<file path="config.mk">
export PLATFORM = sky130hd
export DESIGN_NAME = sccb_cfg_sequencer
export DESIGN_NICKNAME = d
export VERILOG_FILES = /design/src/rtl/sccb_cfg_sequencer.sv
export SDC_FILE = /design/constraint.sdc
export NUM_CORES = 1
export LEC_CHECK = 0
export ABC_AREA = 1
export BUFFER_PORTS_ARGS = -buffer_cell sky130_fd_sc_hd__buf_2
export CAP_MARGIN = 20
export CORE_MARGIN = 5
export CORE_UTILIZATION = 59
export DETAILED_ROUTE_END_ITERATION = 7
export PLACE_DENSITY = 0.8
export SLEW_MARGIN = 20
export SYNTH_ARGS = -nofsm -noshare
export SYNTH_HDL_FRONTEND = slang
export SYNTH_SLANG_ARGS = --single-unit
</file>
<file path="constraint.sdc">
create_clock -name clk -period 4.8 [get_ports clk]
set_input_delay 0.96 -clock clk [delete_from_list [all_inputs] [get_ports clk]]
set_output_delay 0.96 -clock clk [all_outputs]
set_load 0.01 [all_outputs]
</file>
<file path="src/rtl/sccb_cfg_sequencer.sv">
// Walks a register table held in an external synchronous ROM and feeds each
// {id, sub-addr, value} word to an SCCB write engine, with power-up wait, delay markers and NACK retries.
module sccb_cfg_sequencer #(
    parameter int         CLK_FREQ  = 25_000_000,
    parameter int         SCCB_FREQ = 100_000,
    parameter logic [7:0] LUT_SIZE  = 8'd192,
    parameter int         PWR_MS    = 20,
    parameter int         RETRY_MAX = 3
) (
    input  logic        clk,
    input  logic        rst_n,
    input  logic        start,
    output logic [7:0]  lut_index,
    input  logic [23:0] lut_data,
    output logic        sclk_100k,
    output logic        i2c_negclk,
    output logic        en,
    output logic [23:0] wr_data,
    input  logic        trans_finished,
    input  logic        ack,
    output logic        busy,
    output logic        done,
    output logic        err,
    output logic [7:0]  err_cnt,
    output logic [2:0]  dbg_state
);

    localparam int               DIV       = CLK_FREQ / SCCB_FREQ;
    localparam int               DIV_W     = $clog2(DIV);
    localparam logic [DIV_W-1:0] DIV_LAST  = DIV_W'(DIV - 1);
    localparam logic [DIV_W-1:0] DIV_HALF  = DIV_W'(DIV / 2);
    localparam logic [DIV_W-1:0] TICK_AT   = DIV_W'(DIV / 2 - 1);
    localparam logic [31:0]      MS_TICKS  = 32'(SCCB_FREQ / 1000);
    localparam logic [31:0]      PWR_TICKS = 32'(PWR_MS * (SCCB_FREQ / 1000));
    localparam logic [31:0]      GAP_TICKS = 32'd2;
    localparam logic [7:0]       RETRY_LIM = 8'(RETRY_MAX);

    typedef enum logic [2:0] {
        IDLE     = 3'd0,
        PWR_WAIT = 3'd1,
        FETCH    = 3'd2,
        WRITE    = 3'd3,
        GAP      = 3'd4,
        DELAY    = 3'd5,
        DONE     = 3'd6
    } state_t;

    state_t           r_state;
    state_t           w_state_nxt;
    logic [DIV_W-1:0] r_div_cnt;
    logic [31:0]      r_tick_cnt;
    logic [31:0]      w_wait_tgt;
    logic             w_wait_done;
    logic             w_tick;
    logic             w_start_acc;
    logic             r_fetch_ph;
    logic [7:0]       r_lut_index;
    logic [23:0]      r_wr_data;
    logic [7:0]       r_delay_ms;
    logic             r_nack;
    logic [7:0]       r_retry;
    logic             r_err;
    logic [7:0]       r_err_cnt;

    assign w_tick = (r_div_cnt == TICK_AT);

    always_comb begin
        w_wait_tgt = '0;
        case (r_state)
            PWR_WAIT: w_wait_tgt = PWR_TICKS;
            GAP:      w_wait_tgt = GAP_TICKS;
            DELAY:    w_wait_tgt = {24'd0, r_delay_ms} * MS_TICKS;
            default:  w_wait_tgt = '0;
        endcase
    end

    assign w_wait_done = (r_tick_cnt == w_wait_tgt);

    always_ff @(posedge clk or negedge rst_n) begin
        if (!rst_n) begin
            r_state <= IDLE;
        end else begin
            r_state <= w_state_nxt;
        end
    end

    always_comb begin
        w_state_nxt = r_state;
        w_start_acc = 1'b0;
        case (r_state)
            IDLE, DONE: begin
                if (start) begin
                    w_state_nxt = PWR_WAIT;
                    w_start_acc = 1'b1;
                end
            end
            PWR_WAIT: begin
                if (w_wait_done) w_state_nxt = FETCH;
            end
            FETCH: begin
                // Phase 0 presents the address, phase 1 sees the ROM word.
                if (!r_fetch_ph) begin
                    if (r_lut_index == LUT_SIZE) w_state_nxt = DONE;
                end else if (lut_data[23:16] == 8'hFF) begin
                    w_state_nxt = DELAY;
                end else begin
                    w_state_nxt = WRITE;
                end
            end
            WRITE: begin
                if (trans_finished) w_state_nxt = GAP;
            end
            GAP, DELAY: begin
                if (w_wait_done) w_state_nxt = FETCH;
            end
            default: w_state_nxt = IDLE;
        endcase
    end

    always_ff @(posedge clk or negedge rst_n) begin
        if (!rst_n) begin
            r_div_cnt   <= '0;
            r_tick_cnt  <= '0;
            r_fetch_ph  <= 1'b0;
            r_lut_index <= '0;
            r_wr_data   <= '0;
            r_delay_ms  <= '0;
            r_nack      <= 1'b0;
            r_retry     <= '0;
            r_err       <= 1'b0;
            r_err_cnt   <= '0;
        end else begin
            r_div_cnt <= (r_div_cnt == DIV_LAST) ? '0 : r_div_cnt + 1'b1;

            // Wait counter restarts on every state change so each wait starts from zero.
            if (w_state_nxt != r_state) begin
                r_tick_cnt <= '0;
            end else if (w_tick) begin
                r_tick_cnt <= r_tick_cnt + 32'd1;
            end

            r_fetch_ph <= (r_state == FETCH) && (w_state_nxt == FETCH);

            if (w_start_acc) begin
                r_lut_index <= '0;
                r_retry     <= '0;
                r_err       <= 1'b0;
                r_err_cnt   <= '0;
            end

            if (r_state == FETCH && r_fetch_ph) begin
                if (lut_data[23:16] == 8'hFF) begin
                    r_delay_ms <= lut_data[7:0];
                end else begin
                    r_wr_data <= lut_data;
                end
            end

            if (r_state == WRITE && trans_finished) r_nack <= ack;

            if (r_state == GAP && w_wait_done) begin
                if (!r_nack) begin
                    r_lut_index <= r_lut_index + 8'd1;
                    r_retry     <= '0;
                end else if (r_retry < RETRY_LIM) begin
                    r_retry <= r_retry + 8'd1;
                end else begin
                    r_err       <= 1'b1;
                    r_err_cnt   <= (r_err_cnt == 8'hFF) ? r_err_cnt : r_err_cnt + 8'd1;
                    r_lut_index <= r_lut_index + 8'd1;
                    r_retry     <= '0;
                end
            end

            if (r_state == DELAY && w_wait_done) r_lut_index <= r_lut_index + 8'd1;
        end
    end

    assign sclk_100k  = (r_div_cnt < DIV_HALF);
    assign i2c_negclk = w_tick;
    assign en         = (r_state == WRITE);
    assign busy       = (r_state != IDLE) && (r_state != DONE);
    assign done       = (r_state == DONE);
    assign lut_index  = r_lut_index;
    assign wr_data    = r_wr_data;
    assign err        = r_err;
    assign err_cnt    = r_err_cnt;
    assign dbg_state  = r_state;

endmodule

</file>
Word-level counts from Yosys, hierarchy flattened

Index checks and enable logic that the tools add are counted.

Word-level logic and storage cells: 81
Input port bits: 29
Output and inout port bits: 49
Flip-flop bits (word level): 102

Muxes and demuxes: 31
Eq/ne operators: 16
$add $sub $neg: 5
Bitwise gates (word level): 1
Reductions and logical operators: 14
Order comparisons: 2
$mul: 1

Operators by type and width:

| operator                | count |
|---|---|
| $mux W8                 | 15 |
| $mux W32                | 2 |
| $pmux W15 S3            | 1 |
| $add A32 B1 Y32 const B | 1 |
| $add A8 B1 Y8 const B   | 4 |
| $eq A32 B32 Y1          | 1 |
| $eq A8 B8 Y1 const B    | 4 |
| $mux W3                 | 6 |
| $mul A8 B5 Y13 const B  | 1 |
| $pmux W3 S4             | 1 |
| $eq A3 B2 Y1 const B    | 3 |
| $eq A3 B3 Y1 const B    | 3 |
| $eq A8 B7 Y1 const B    | 1 |
| $lt A8 B2 Y1 const B    | 1 |
| $lt A8 B7 Y1 const B    | 1 |
| $logic_and A1 B1 Y1     | 6 |
| $mux W1                 | 6 |
| $ne A4 B4 Y1 const B    | 1 |
| $reduce_and A2 Y1       | 2 |
| $reduce_bool A2 Y1      | 2 |
| $eq A3 B1 Y1 const B    | 1 |
| $logic_not A3 Y1        | 1 |
| $ne A3 B3 Y1            | 1 |
| $ne A3 B3 Y1 const B    | 1 |
| 4 further kinds         | 4 |

Depth between registers and ports, before layout

Depth in word-level cells: 8
Gate-level depth with buffers: 22
Depth with buffers taken out: 22

Worst setup path after synthesis

OpenSTA, ideal clock, no wires.

Path kind: register to register
From: reg r_delay_ms[3]
To: reg r_tick_cnt[1]
Data required time: 4.679 ns
Buffers on the path: 1
Cell stages (with the launch flop): 17
Library setup time: 0.121 ns
Period minus slack after synthesis: 3.427 ns
Arrival: 3.306 ns
Path slack: 1.373 ns
Cells stage by stage: dfrtp_1 > ha_1 > ha_1 > fa_1 > ha_1 > or2_2 > nand2_1 > nor2_1 > o21ai_0 > nor2_1 > nor3_2 > nand3_2 > nand2_1 > nand3_1 > nand3_2 > buf_6 > nor2_1

Word-level cells in the longest chain between the ends: 7
Elaborated cells on any way between the ends: 8
Those cells by class: mul (1); eq/ne (2); mux (4); reduce/logical (1)

RTL lines:

| item                                           | line    | source |
|---|---|---|
| from (decl)                                    | 59      | `logic [7:0] r_delay_ms;` |
| from (signal assigned)                         | 153     | `r_delay_ms <= lut_data[7:0];` |
| $mul A8 B5 Y13 *                               | 72      | `DELAY: w_wait_tgt = {24'd0, r_delay_ms} * MS_TICKS;` |
| $pmux W15 S3 *                                 | 69      | `case (r_state)` |
| $eq A32 B32 Y1 *                               | 77      | `assign w_wait_done = (r_tick_cnt == w_wait_tgt);` |
| $mux W3 *                                      | 98, 114 |  |
| $pmux W3 S4 *                                  | 90      | `case (r_state)` |
| $ne A3 B3 Y1 *                                 | 136     | `if (w_state_nxt != r_state) begin` |
| $mux W32 or $reduce_bool A2 Y1 (tied branches) | --      |  |
| to (signal assigned)                           | 139     | `r_tick_cnt <= r_tick_cnt + 32'd1;` |
| to (decl)                                      | 51      | `logic [31:0] r_tick_cnt;` |

Every way passes the cells marked *; elsewhere a longest branch is shown, timed or not.
A chain may end at the register's enable or synchronous reset.

Final worst setup path

From: reg r_delay_ms[1]
To: reg r_tick_cnt[12]

Same word-level chain as after synthesis.

==> flow_summary.yaml <==
outcome:
  status: "complete, no violations"
synth:
  postSynthAreaPerCell_sq_um: 7.77
  synthCells: 828
  synth_cell_types: 37
  ys_seq_area_frac: 0.397
  synth_nets: 898
  syn_area_sq_um: 6430
  yosysWarnings: 0
  synth_seq_cells: 102
  synthArstFlopShare: 1.00
  dominantRegCellSynth: "dfrtp_1"
  synth_edf_count: 0
critical_path:
  crit_top_cell: "nand2_1"
  arrival_ps: 4200
  reg2reg_slack_ps: 820
  timing.critical_path.required_ps: 5020
  start_kind: "flip-flop"
  worst-setup-path-type: "reg2reg"
  r2r_end: "r_tick_cnt[12]"
  crit_chain: "ha_1 > ha_1 > ha_1 > inv_1 > fa_1 > nand2_1 > nand3_1 > nand2_1 > nand2_1 > nand2_1 > nor2_1 > nand2_1 > nor2_1 > nand3_1 > nor2_2 > nand3_2 > nand2_1 > nand3_1 > nand3_2 > nor2_1"
  cpPeakStageDelay_ps: 540
  critPathCaptureType: "flip-flop"
  cp_max_fo: 32
  r2r_start: "r_delay_ms[1]"
  crit_family: "simple AND/OR/NAND/NOR gates"
  crit_slowest_cell: "fa_1"
  r2r_cells: 20
  crit_buf_inv: 1
clock_network:
  h-tree-depth: 3
  tritoncts: "built"
  clock_path_buffers: 2
  post_cts_buffers: 0
  clkSinkCount: 102
  clock_latency_ps: 370
  root_buffer: "clkbuf_8"
  clk_pin_slew_ps: 90
  cts_made_buffers: 9
  ctsHoldBuffers: 0
  post_cts_resize_count: 0
grt:
  grt_pass1_vias: 5334
  grt_max_degree: 73
  grt.busiest_layer: "met2"
  antenna_found_initial: 0
  use_met2: 0.360
  grt_use_met3: 0.0439
  grt_remaining_overflow: 0
  track_usage: 0.222
  grt_pass1_wl_um: 23900
  use_met1: 0.302
power:
  power_density_nw_per_um2: 226
  leakage_nw: 3.83
  vdd_drop_max_uv: 143
place:
  dp_cells: 1032
  numPortBuffers: 77
  dp_hpwl_um: 10300
  gp_congestion: 0.899
  post-place-ws_ps: 839
die:
  die_x_um: 114
  core_sq_um: 10700
  dieArea_sq_um: 13100
  rows: 38
  start_util: 0.599
  io_pins: 78
  die_h_um: 114
detailed_routing:
  vias_per_cell: 5.27
  dr.pass1.iters: 5
  vias: 5523
  wl_um: 13600
  ant_nets: 0
  dr.first_iter.drc_count: 415
  wire_per_inst_um: 12.9
  drcViolationCount: 0
timing:
  tns_ps: 0
  hold_viol: 0
  fmax_mhz: 251
  slew_viol_final: 0
  relSlewSlack: 0.372
  skew_ps: 17.5
  timing.final.ws_setup_ps: 822
  setup_viol: 0
  rsz0062_at_grt: "no"
  worstMarginPinSlew_ps: 938
  period_share: 0.829
  timing.final.crit_period_ps: 3980
layout:
  final_nets: 973
  area_growth_pct: 10.5
  layout.cells.non_filler: 1048
  n_antenna_cell: 0
  fillCellCount: 933
  drive_above_1_share: 0.152
hold_path:
  whs_endpoint: "r_retry[0]"
  whs_path_depth: 1
  min-delay-path-class: "reg2reg"
  min_from: "r_retry[0]"
flow_run:
  cap_violations: 0
-- layout by cell type, fill, tap and decap left out, drive strengths merged, types with 2 or more instances in the layout --
| master | n |
|---|---|
| o22ai | 2 |
| or2 | 2 |
| buf | 80 |
| xor2 | 28 |
| clkinv | 2 |
| o21ai | 42 |
| dfrtp | 102 |
| fa | 3 |
| nand2 | 200 |
| nand3 | 64 |
| nor4 | 4 |
| a21oi | 12 |
| nor2 | 104 |
| nand3b | 7 |
| inv | 122 |
| nand4 | 22 |
| ha | 38 |
| nor3 | 20 |
| a211oi | 2 |
| clkbuf | 11 |
| mux2 | 22 |
| o211ai | 6 |
| xnor2 | 6 |
-- how the worst max path moves through the flow --
stage	start	end	slack, ps	cells after the start
floorplan	r_delay_ms[3]	r_tick_cnt[1]	1370	16
global placement	r_delay_ms[3]	r_tick_cnt[25]	940	15
detailed placement	r_delay_ms[3]	r_tick_cnt[31]	840	17
CTS	r_delay_ms[4]	r_tick_cnt[12]	820	17
global route	r_delay_ms[1]	r_tick_cnt[24]	390	19
finish	r_delay_ms[1]	r_tick_cnt[12]	820	20
-- stage by stage --
stage               total power [mW]  hold slack, ps   util  area (sq um)
finish                          1.61             487  0.662          7110
global route                    1.69             519  0.662          7110
CTS                             1.63             496  0.662          7110
detailed placement              1.10             479  0.644          6920
global placement                1.10             469  0.644          6920
floorplan                       1.04             454      -          6430
-- cells by family after synthesis --
group,synth area share
XOR/XNOR,0.0463
multiplexers,0.0401
adder cells (fa/ha/maj),0.0832
buffers and inverters,0.0859
AND/OR/NAND/NOR,0.290
AO/OA/AOI/OAI,0.0577
flip-flops,0.397
-- state kept, by name (all words and copies together), names as in the netlist, 3 cells and up --
signal,flops
wr_data,24
r_div_cnt,8
r_tick_cnt,32
r_delay_ms,8
err_cnt,8
r_retry,8
dbg_state,3
lut_index,8
-- Yosys cell counts (5+ instances only) --
cell type | count | area share
inv_1 | 118 | 0.069
xor2_1 | 28 | 0.038
ha_1 | 38 | 0.074
nand3_1 | 62 | 0.048
mux2_2 | 22 | 0.038
buf_6 | 5 | 0.0087
nor3_1 | 16 | 0.012
nand2_1 | 198 | 0.12
dfrtp_1 | 102 | 0.40
o21ai_0 | 42 | 0.033
nor2_1 | 99 | 0.058
clkbuf_1 | 7 | 0.0041
o211ai_1 | 6 | 0.0070
xnor2_1 | 6 | 0.0082
nand4_1 | 21 | 0.020
nand3b_1 | 7 | 0.0082
a21oi_1 | 11 | 0.0086
-- layout make-up --
class	instances	area, sq um	area share
clock inverters	5	41.3	0.00581
repair buffers	80	410	0.0577
multi-input cells	590	3330	0.468
clock buffers	11	151	0.0213
inverters	120	450	0.0633
flip-flops and latches	102	2550	0.359
well taps	140	175	0.0246
-- power breakdown --
part / internal, mW / switching [mW]
registers: 0.879 / 0.0283
logic: 0.0620 / 0.114
clock network: 0.223 / 0.302
-- layer usage --
metal / routed length [um] / part of all wire
met4: 274 / 0.020
met5: 0 / 0
met1: 6090 / 0.45
met3: 714 / 0.053
met2: 6490 / 0.48
Note: power is estimated with default switching activity, not from simulation.
